File: src/rtl/hazard_ctrl_pkg.sv
// Shared types and constants for the pipeline hazard controller.
package hazard_ctrl_pkg;

  // Width of the saturating stall/flush statistics counters.
  localparam int unsigned CntWidth = 16;

  // Controller FSM states; HALT and FAULT are terminal until reset.
  typedef enum logic [1:0] {
    StRun     = 2'd0,
    StMemWait = 2'd1,
    StHalt    = 2'd2,
    StFault   = 2'd3
  } state_e;

endpackage

File: src/rtl/hazard_ctrl_if.sv
// Pipeline-side hazard inputs and stage-control outputs of hazard_ctrl.
interface hazard_ctrl_if;
  import hazard_ctrl_pkg::*;

  logic [2:0]          id_rs;
  logic [2:0]          id_rt;
  logic                id_rs_used;
  logic                id_rt_used;
  logic [2:0]          ex_writereg;
  logic                ex_memread;
  logic                ex_regwrite;
  logic                ex_redirect;
  logic                mem_busy;
  logic                wb_halt;
  logic                pc_en;
  logic                ifid_en;
  logic                idex_en;
  logic                exmem_en;
  logic                memwb_en;
  logic                ifid_nopify;
  logic                idex_nopify;
  logic                halted;
  logic                fault;
  logic [CntWidth-1:0] stall_count;
  logic [CntWidth-1:0] flush_count;

  // Pipeline datapath side: presents hazard information, consumes controls.
  modport master (
    output id_rs, id_rt, id_rs_used, id_rt_used, ex_writereg, ex_memread, ex_regwrite,
           ex_redirect, mem_busy, wb_halt,
    input  pc_en, ifid_en, idex_en, exmem_en, memwb_en, ifid_nopify, idex_nopify,
           halted, fault, stall_count, flush_count
  );

  // Controller side.
  modport slave (
    input  id_rs, id_rt, id_rs_used, id_rt_used, ex_writereg, ex_memread, ex_regwrite,
           ex_redirect, mem_busy, wb_halt,
    output pc_en, ifid_en, idex_en, exmem_en, memwb_en, ifid_nopify, idex_nopify,
           halted, fault, stall_count, flush_count
  );
endinterface

File: src/rtl/hazard_ctrl_sat_counter16.sv
// Saturating up-counter with asynchronous active-low clear.
module sat_counter16
  import hazard_ctrl_pkg::*;
(
  input  logic                clk_i,
  input  logic                rst_ni,
  input  logic                inc_i,
  output logic [CntWidth-1:0] count_o
);

  logic [CntWidth-1:0] count_d, count_q;

  // Next count: increment unless already at all-ones.
  always_comb begin
    count_d = count_q;
    if (inc_i && (count_q != {CntWidth{1'b1}})) begin
      count_d = count_q + 1'b1;
    end
  end

  // Count register.
  always_ff @(posedge clk_i or negedge rst_ni) begin
    if (!rst_ni) begin
      count_q <= '0;
    end else begin
      count_q <= count_d;
    end
  end

  assign count_o = count_q;

endmodule

File: src/rtl/hazard_ctrl.sv
// Five-stage pipeline sequencing controller: load-use stalls, redirect flushes,
// data-memory wait with timeout watchdog, halt retirement and statistics.
module hazard_ctrl
  import hazard_ctrl_pkg::*;
#(
  parameter int unsigned MEM_TIMEOUT = 255
) (
  input logic         clk,
  input logic         rst,
  hazard_ctrl_if.slave bus
);

  localparam int unsigned WaitW = $clog2(MEM_TIMEOUT + 1);

  state_e             state_d, state_q;
  logic [WaitW-1:0]   wait_cnt_d, wait_cnt_q;
  logic [WaitW-1:0]   wait_next;
  logic               load_use;
  logic               stall_inc, flush_inc;
  logic               pc_en, ifid_en, idex_en, exmem_en, memwb_en;
  logic               ifid_nop, idex_nop;
  logic [CntWidth-1:0] stall_count, flush_count;

  // Register 0 is an ordinary register here, so no zero-register exemption.
  always_comb begin
    load_use = bus.ex_memread && bus.ex_regwrite &&
               ((bus.id_rs_used && (bus.id_rs == bus.ex_writereg)) ||
                (bus.id_rt_used && (bus.id_rt == bus.ex_writereg)));
  end

  // Next state, wait counter, stage controls and statistic increments.
  always_comb begin
    state_d    = state_q;
    wait_cnt_d = wait_cnt_q;
    wait_next  = '0;
    pc_en      = 1'b0;
    ifid_en    = 1'b0;
    idex_en    = 1'b0;
    exmem_en   = 1'b0;
    memwb_en   = 1'b0;
    ifid_nop   = 1'b0;
    idex_nop   = 1'b0;
    stall_inc  = 1'b0;
    flush_inc  = 1'b0;
    unique case (state_q)
      StRun, StMemWait: begin
        if (bus.mem_busy) begin
          // wait_next is the number of consecutive busy cycles including this one.
          wait_next = ((state_q == StMemWait) ? wait_cnt_q : '0) + WaitW'(1);
          wait_cnt_d = wait_next;
          stall_inc  = 1'b1;
          state_d    = (wait_next == WaitW'(MEM_TIMEOUT)) ? StFault : StMemWait;
        end else begin
          wait_cnt_d = '0;
          state_d    = StRun;
          if (bus.wb_halt) begin
            stall_inc = 1'b1;
            state_d   = StHalt;
          end else if (bus.ex_redirect) begin
            // Decode instruction is squashed, so any load-use match is moot.
            {pc_en, ifid_en, idex_en, exmem_en, memwb_en} = 5'b11111;
            ifid_nop  = 1'b1;
            idex_nop  = 1'b1;
            flush_inc = 1'b1;
          end else if (load_use) begin
            {idex_en, exmem_en, memwb_en} = 3'b111;
            idex_nop  = 1'b1;
            stall_inc = 1'b1;
          end else begin
            {pc_en, ifid_en, idex_en, exmem_en, memwb_en} = 5'b11111;
          end
        end
      end
      StHalt, StFault: begin
        state_d = state_q;
      end
      default: begin
        state_d = StRun;
      end
    endcase
  end

  // State and wait counter registers.
  always_ff @(posedge clk or negedge rst) begin
    if (!rst) begin
      state_q    <= StRun;
      wait_cnt_q <= '0;
    end else begin
      state_q    <= state_d;
      wait_cnt_q <= wait_cnt_d;
    end
  end

  sat_counter16 u_stall_cnt (
    .clk_i   (clk),
    .rst_ni  (rst),
    .inc_i   (stall_inc),
    .count_o (stall_count)
  );

  sat_counter16 u_flush_cnt (
    .clk_i   (clk),
    .rst_ni  (rst),
    .inc_i   (flush_inc),
    .count_o (flush_count)
  );

  // Drive outputs; controls are held inactive while reset is asserted.
  always_comb begin
    bus.pc_en       = rst & pc_en;
    bus.ifid_en     = rst & ifid_en;
    bus.idex_en     = rst & idex_en;
    bus.exmem_en    = rst & exmem_en;
    bus.memwb_en    = rst & memwb_en;
    bus.ifid_nopify = rst & ifid_nop;
    bus.idex_nopify = rst & idex_nop;
    bus.halted      = (state_q == StHalt);
    bus.fault       = (state_q == StFault);
    bus.stall_count = stall_count;
    bus.flush_count = flush_count;
  end

endmodule

File: src/flat_wrapper.sv
// flat-port wrapper written by rule: the top's interface ports become plain ports
module hazard_ctrl_flat import hazard_ctrl_pkg::*;
#(
  parameter int unsigned MEM_TIMEOUT = 255
)
  (clk, rst, bus_id_rs, bus_id_rt, bus_id_rs_used, bus_id_rt_used, bus_ex_writereg, bus_ex_memread, bus_ex_regwrite, bus_ex_redirect, bus_mem_busy, bus_wb_halt, bus_pc_en, bus_ifid_en, bus_idex_en, bus_exmem_en, bus_memwb_en, bus_ifid_nopify, bus_idex_nopify, bus_halted, bus_fault, bus_stall_count, bus_flush_count);
  hazard_ctrl_if bus_i ();
  input logic clk;
  input logic rst;
  input wire logic [$bits(bus_i.id_rs)-1:0] bus_id_rs;
  input wire logic [$bits(bus_i.id_rt)-1:0] bus_id_rt;
  input wire logic [$bits(bus_i.id_rs_used)-1:0] bus_id_rs_used;
  input wire logic [$bits(bus_i.id_rt_used)-1:0] bus_id_rt_used;
  input wire logic [$bits(bus_i.ex_writereg)-1:0] bus_ex_writereg;
  input wire logic [$bits(bus_i.ex_memread)-1:0] bus_ex_memread;
  input wire logic [$bits(bus_i.ex_regwrite)-1:0] bus_ex_regwrite;
  input wire logic [$bits(bus_i.ex_redirect)-1:0] bus_ex_redirect;
  input wire logic [$bits(bus_i.mem_busy)-1:0] bus_mem_busy;
  input wire logic [$bits(bus_i.wb_halt)-1:0] bus_wb_halt;
  output wire logic [$bits(bus_i.pc_en)-1:0] bus_pc_en;
  output wire logic [$bits(bus_i.ifid_en)-1:0] bus_ifid_en;
  output wire logic [$bits(bus_i.idex_en)-1:0] bus_idex_en;
  output wire logic [$bits(bus_i.exmem_en)-1:0] bus_exmem_en;
  output wire logic [$bits(bus_i.memwb_en)-1:0] bus_memwb_en;
  output wire logic [$bits(bus_i.ifid_nopify)-1:0] bus_ifid_nopify;
  output wire logic [$bits(bus_i.idex_nopify)-1:0] bus_idex_nopify;
  output wire logic [$bits(bus_i.halted)-1:0] bus_halted;
  output wire logic [$bits(bus_i.fault)-1:0] bus_fault;
  output wire logic [$bits(bus_i.stall_count)-1:0] bus_stall_count;
  output wire logic [$bits(bus_i.flush_count)-1:0] bus_flush_count;
  assign bus_i.id_rs = bus_id_rs;
  assign bus_i.id_rt = bus_id_rt;
  assign bus_i.id_rs_used = bus_id_rs_used;
  assign bus_i.id_rt_used = bus_id_rt_used;
  assign bus_i.ex_writereg = bus_ex_writereg;
  assign bus_i.ex_memread = bus_ex_memread;
  assign bus_i.ex_regwrite = bus_ex_regwrite;
  assign bus_i.ex_redirect = bus_ex_redirect;
  assign bus_i.mem_busy = bus_mem_busy;
  assign bus_i.wb_halt = bus_wb_halt;
  assign bus_pc_en = bus_i.pc_en;
  assign bus_ifid_en = bus_i.ifid_en;
  assign bus_idex_en = bus_i.idex_en;
  assign bus_exmem_en = bus_i.exmem_en;
  assign bus_memwb_en = bus_i.memwb_en;
  assign bus_ifid_nopify = bus_i.ifid_nopify;
  assign bus_idex_nopify = bus_i.idex_nopify;
  assign bus_halted = bus_i.halted;
  assign bus_fault = bus_i.fault;
  assign bus_stall_count = bus_i.stall_count;
  assign bus_flush_count = bus_i.flush_count;
  hazard_ctrl #(.MEM_TIMEOUT(MEM_TIMEOUT)) u_core (.clk(clk), .rst(rst), .bus(bus_i));
endmodule
File: config.mk
export PLATFORM = sky130hd
export DESIGN_NAME = hazard_ctrl_flat
export DESIGN_NICKNAME = d
export VERILOG_FILES = /design/src/rtl/hazard_ctrl_pkg.sv /design/src/rtl/hazard_ctrl_if.sv /design/src/rtl/hazard_ctrl_sat_counter16.sv /design/src/rtl/hazard_ctrl.sv /design/src/flat_wrapper.sv
export SDC_FILE = /design/constraint.sdc
export NUM_CORES = 1
export LEC_CHECK = 0
export ABC_CLOCK_PERIOD_IN_PS = 2600
export BUFFER_PORTS_ARGS = -buffer_cell sky130_fd_sc_hd__buf_2
export CAP_MARGIN = 20
export CORE_MARGIN = 1
export CORE_UTILIZATION = 45
export CTS_CLUSTER_DIAMETER = 150
export DETAILED_ROUTE_END_ITERATION = 6
export PLACE_DENSITY = 0.69
export SYNTH_ARGS = -nofsm -noshare
export SYNTH_HDL_FRONTEND = slang
export SYNTH_HIERARCHICAL = 1
export SYNTH_SLANG_ARGS = --single-unit
File: constraint.sdc
create_clock -name clk -period 2.6 [get_ports clk]
set_input_delay 0.78 -clock clk [delete_from_list [all_inputs] [get_ports clk]]
set_output_delay 0.78 -clock clk [all_outputs]
set_load 0.005 [all_outputs]
==> flow_summary.json <==
{
  "cp.required_ns": 1.82,
  "core_um2": 5140,
  "power_density_nw_per_um2": 468,
  "first_pass_iters": 4,
  "path_class": "in2out",
  "die_area_um2": 5650,
  "ios": 59,
  "fin_crit_sh": 0.980,
  "setup_violations": 0,
  "globalRouteOverflowTotal": 0,
  "rows": 26,
  "intPower_w": 0.000994,
  "nNetsFinal": 324,
  "areaGrowthSynthToFinish_pct": 20.5,
  "synthesis.area_um2": 2410,
  "stdcell_area_um2": 2910,
  "drv_cap": 0,
  "cp-start-kind": "primary input",
  "initial_core_util": 0.469,
  "drive_above_1_share": 0.307,
  "routed_wl_um": 5290,
  "max_slew_margin": 0.643,
  "root_buffer": "clkbuf_8",
  "clock.fmax_ghz": 0.393,
  "power_frac_comb": 0.125,
  "first_global_vias": 1879,
  "first_iter_violations": 66,
  "via_per_inst": 5.56,
  "clock_skew_ns": 0.00822,
  "swShare": 0.269,
  "ant_nets": 0,
  "synth-seq-area-share": 0.436,
  "wl_per_cell_um": 14.2,
  "ys_types": 53,
  "synth_enable_flop_cells": 0,
  "routabilityCongestion": 0.796,
  "outcome": "completed",
  "synth.avg_cell_area_um2": 10.1,
  "dpl_cell_area_um2": 2780,
  "die_width_um": 75.2,
  "syn_nets": 260,
  "antenna_found_initial": 0,
  "cp.arrival_ns": 1.77,
  "synth_top_area_frac": 0.436,
  "ys.flop_type": "dfrtp_1",
  "cts.sinks": 42,
  "grt_max_degree": 43,
  "synthTopCellsByArea": "dfrtp_1 (44%), xnor2_1 (7.3%), nand4_1 (4.9%), nand2_1 (3.6%), nand3_1 (3.1%)",
  "worstMarginPinSlew_ns": 0.536,
  "p_switching_w": 0.000366,
  "ir_worst_vdd_mv": 0.247,
  "worst_setup_path_end_kind": "primary output",
  "hold_path_class": "reg2reg",
  "grt_usage": 0.202,
  "holdWs_ns": 0.485,
  "cts_tree": "done",
  "syn_inst": 238,
  "finalMaxSlewViolations": 0,
  "final_hold_viol_count": 0,
  "cts.reportedPaths.clkPinSlew_ns": 0.07,
  "die_y_um": 75.2,
  "num_antenna_cells": 0,
  "yosysTopAreaCell": "dfrtp_1",
  "synth_seq_cells": 42,
  "grt_pass1_wl_um": 8600,
  "dp_hpwl_um": 3880,
  "worst-path-max-fanout": 2,
  "final.min_clock_period_ns": 2.55,
  "num_vias": 2074,
  "insertion_delay_ns": 0.30,
  "holdBufCountCts": 0,
  "numCtsBuffers": 5,
  "p_leak_nw": 1.46,
  "synth_warnings": 6,
  "ys_async_sr_fraction": 1.00,
  "seq_power_share": 0.548,
  "drc": 0,
  "pwr-share-clk": 0.326,
  "fin_tns_setup_ns": 0,
  "cts_max_level": 2,
  "clk_path_buf_depth": 2,
  "io_buffers": 58
}
## what timing repair did
action / CTS / global route
gates resized for setup: 1 / 3
pin swaps: 0 / 2
setup endpoints to repair: 2 / 3
setup buffers: 0 / 1
## power groups by stage
stage	clock network (W)	logic (W)	registers (W)
2_1_floorplan	0	0.0000855	0.000747
3_3_place_gp	0	0.000163	0.000757
3_5_place_dp	0	0.000169	0.000759
4_1_cts	0.000457	0.000170	0.000746
5_1_grt	0.000492	0.000192	0.000755
6_report	0.000444	0.000170	0.000746
## stage by stage
| stage | std cells | power [W] | util | setup slack (ns) |
|---|---|---|---|---|
| finish | 373 | 0.00136 | 0.565 | 0.0524 |
| global route | 373 | 0.00144 | 0.565 | -0.0168 |
| CTS | 372 | 0.00137 | 0.560 | 0.0126 |
| detailed placement | 364 | 0.000928 | 0.541 | -0.0717 |
| global placement | 364 | 0.000919 | 0.541 | 0.00473 |
| floorplan | 238 | 0.000833 | - | 0.119 |
## per-layer routing
layer,vias up,global-route usage,routed length (um)
met5,-,0,0
met4,0,0.0658,74
met3,7,0.0482,245
met2,58,0.331,2450
met1,1004,0.265,2520
li1,1005,-,-
## layout by cell type, fill, tap and decap left out, drive strengths merged, types with 2 or more instances in the layout
master,Yosys,final
a21oi,8,8
a31oi,5,5
and2,4,4
and3,10,10
and4,4,4
buf,6,65
clkbuf,2,7
dfrtp,42,42
ha,4,4
inv,5,5
mux2,3,3
mux2i,2,2
nand2,24,24
nand3,17,17
nand4,22,22
nor2,13,13
nor3,4,4
nor4,3,3
o21a,6,6
o21ai,10,10
o31ai,5,5
xnor2,20,20
xor2,7,7
## critical path: stages
cell and delay [ns]:
buf_2 0.13, xnor2_2 0.14, nand4_1 0.15, a211oi_2 0.27, buf_4 0.14, nor2_1 0.04, buf_2 0.12
## cell families after synthesis
kind of cell	Yosys count	synth area share
and+or+nand+nor	106	0.276
DFF	42	0.436
AOI/OAI and AO/OA	41	0.116
xor gates and xnor gates	27	0.0981
buffers and inverters	13	0.0296
muxes	5	0.0239
adders and majority gates	4	0.0208
## Yosys cell counts, types with 3 or more instances
cell type	number
a21oi_1	8
a31oi_1	5
and2_1	4
and3_1	9
buf_4	3
dfrtp_1	42
ha_1	4
inv_1	5
nand2_1	23
nand3_1	15
nand4_1	19
nor2_1	12
nor3_1	3
o21a_1	6
o21ai_0	10
o31ai_1	3
xnor2_1	20
xor2_1	7
## worst paths after layout
kind	slack [ns]	startpoint	end	cells past startpoint
min	0.48	u_core/wait_cnt_q[7]	u_core/wait_cnt_q[7]	1
max	0.05	bus_ex_writereg[1]	bus_pc_en	7
max in group asynchronous	1.60	rst	u_core/wait_cnt_q[4]	2
min reg2reg	0.48	u_core/wait_cnt_q[7]	u_core/wait_cnt_q[7]	1
min in group asynchronous	0.64	rst	u_core/u_flush_cnt/count_o[7]	2
max reg2reg	0.49	u_core/u_stall_cnt/count_o[0]	u_core/u_stall_cnt/count_o[1]	5
## flip-flops by register name, summed over array words and instances, names as in the netlist
| signal | count |
|---|---|
| u_core/u_flush_cnt/count_o | 16 |
| u_core/u_stall_cnt/count_o | 16 |
| u_core/wait_cnt_q | 8 |
| u_core/state_q | 2 |
## final cells by class
type | count | area (um^2)
inverters | 5 | 18.8
fillers | 498 | 2230
flip-flops and latches | 42 | 1050
repair buffers | 65 | 343
well taps | 70 | 87.6
clock buffers | 7 | 86.3
multi-input cells | 183 | 1310
clock inverters | 1 | 5.00
(Power assumes the default switching activity.)
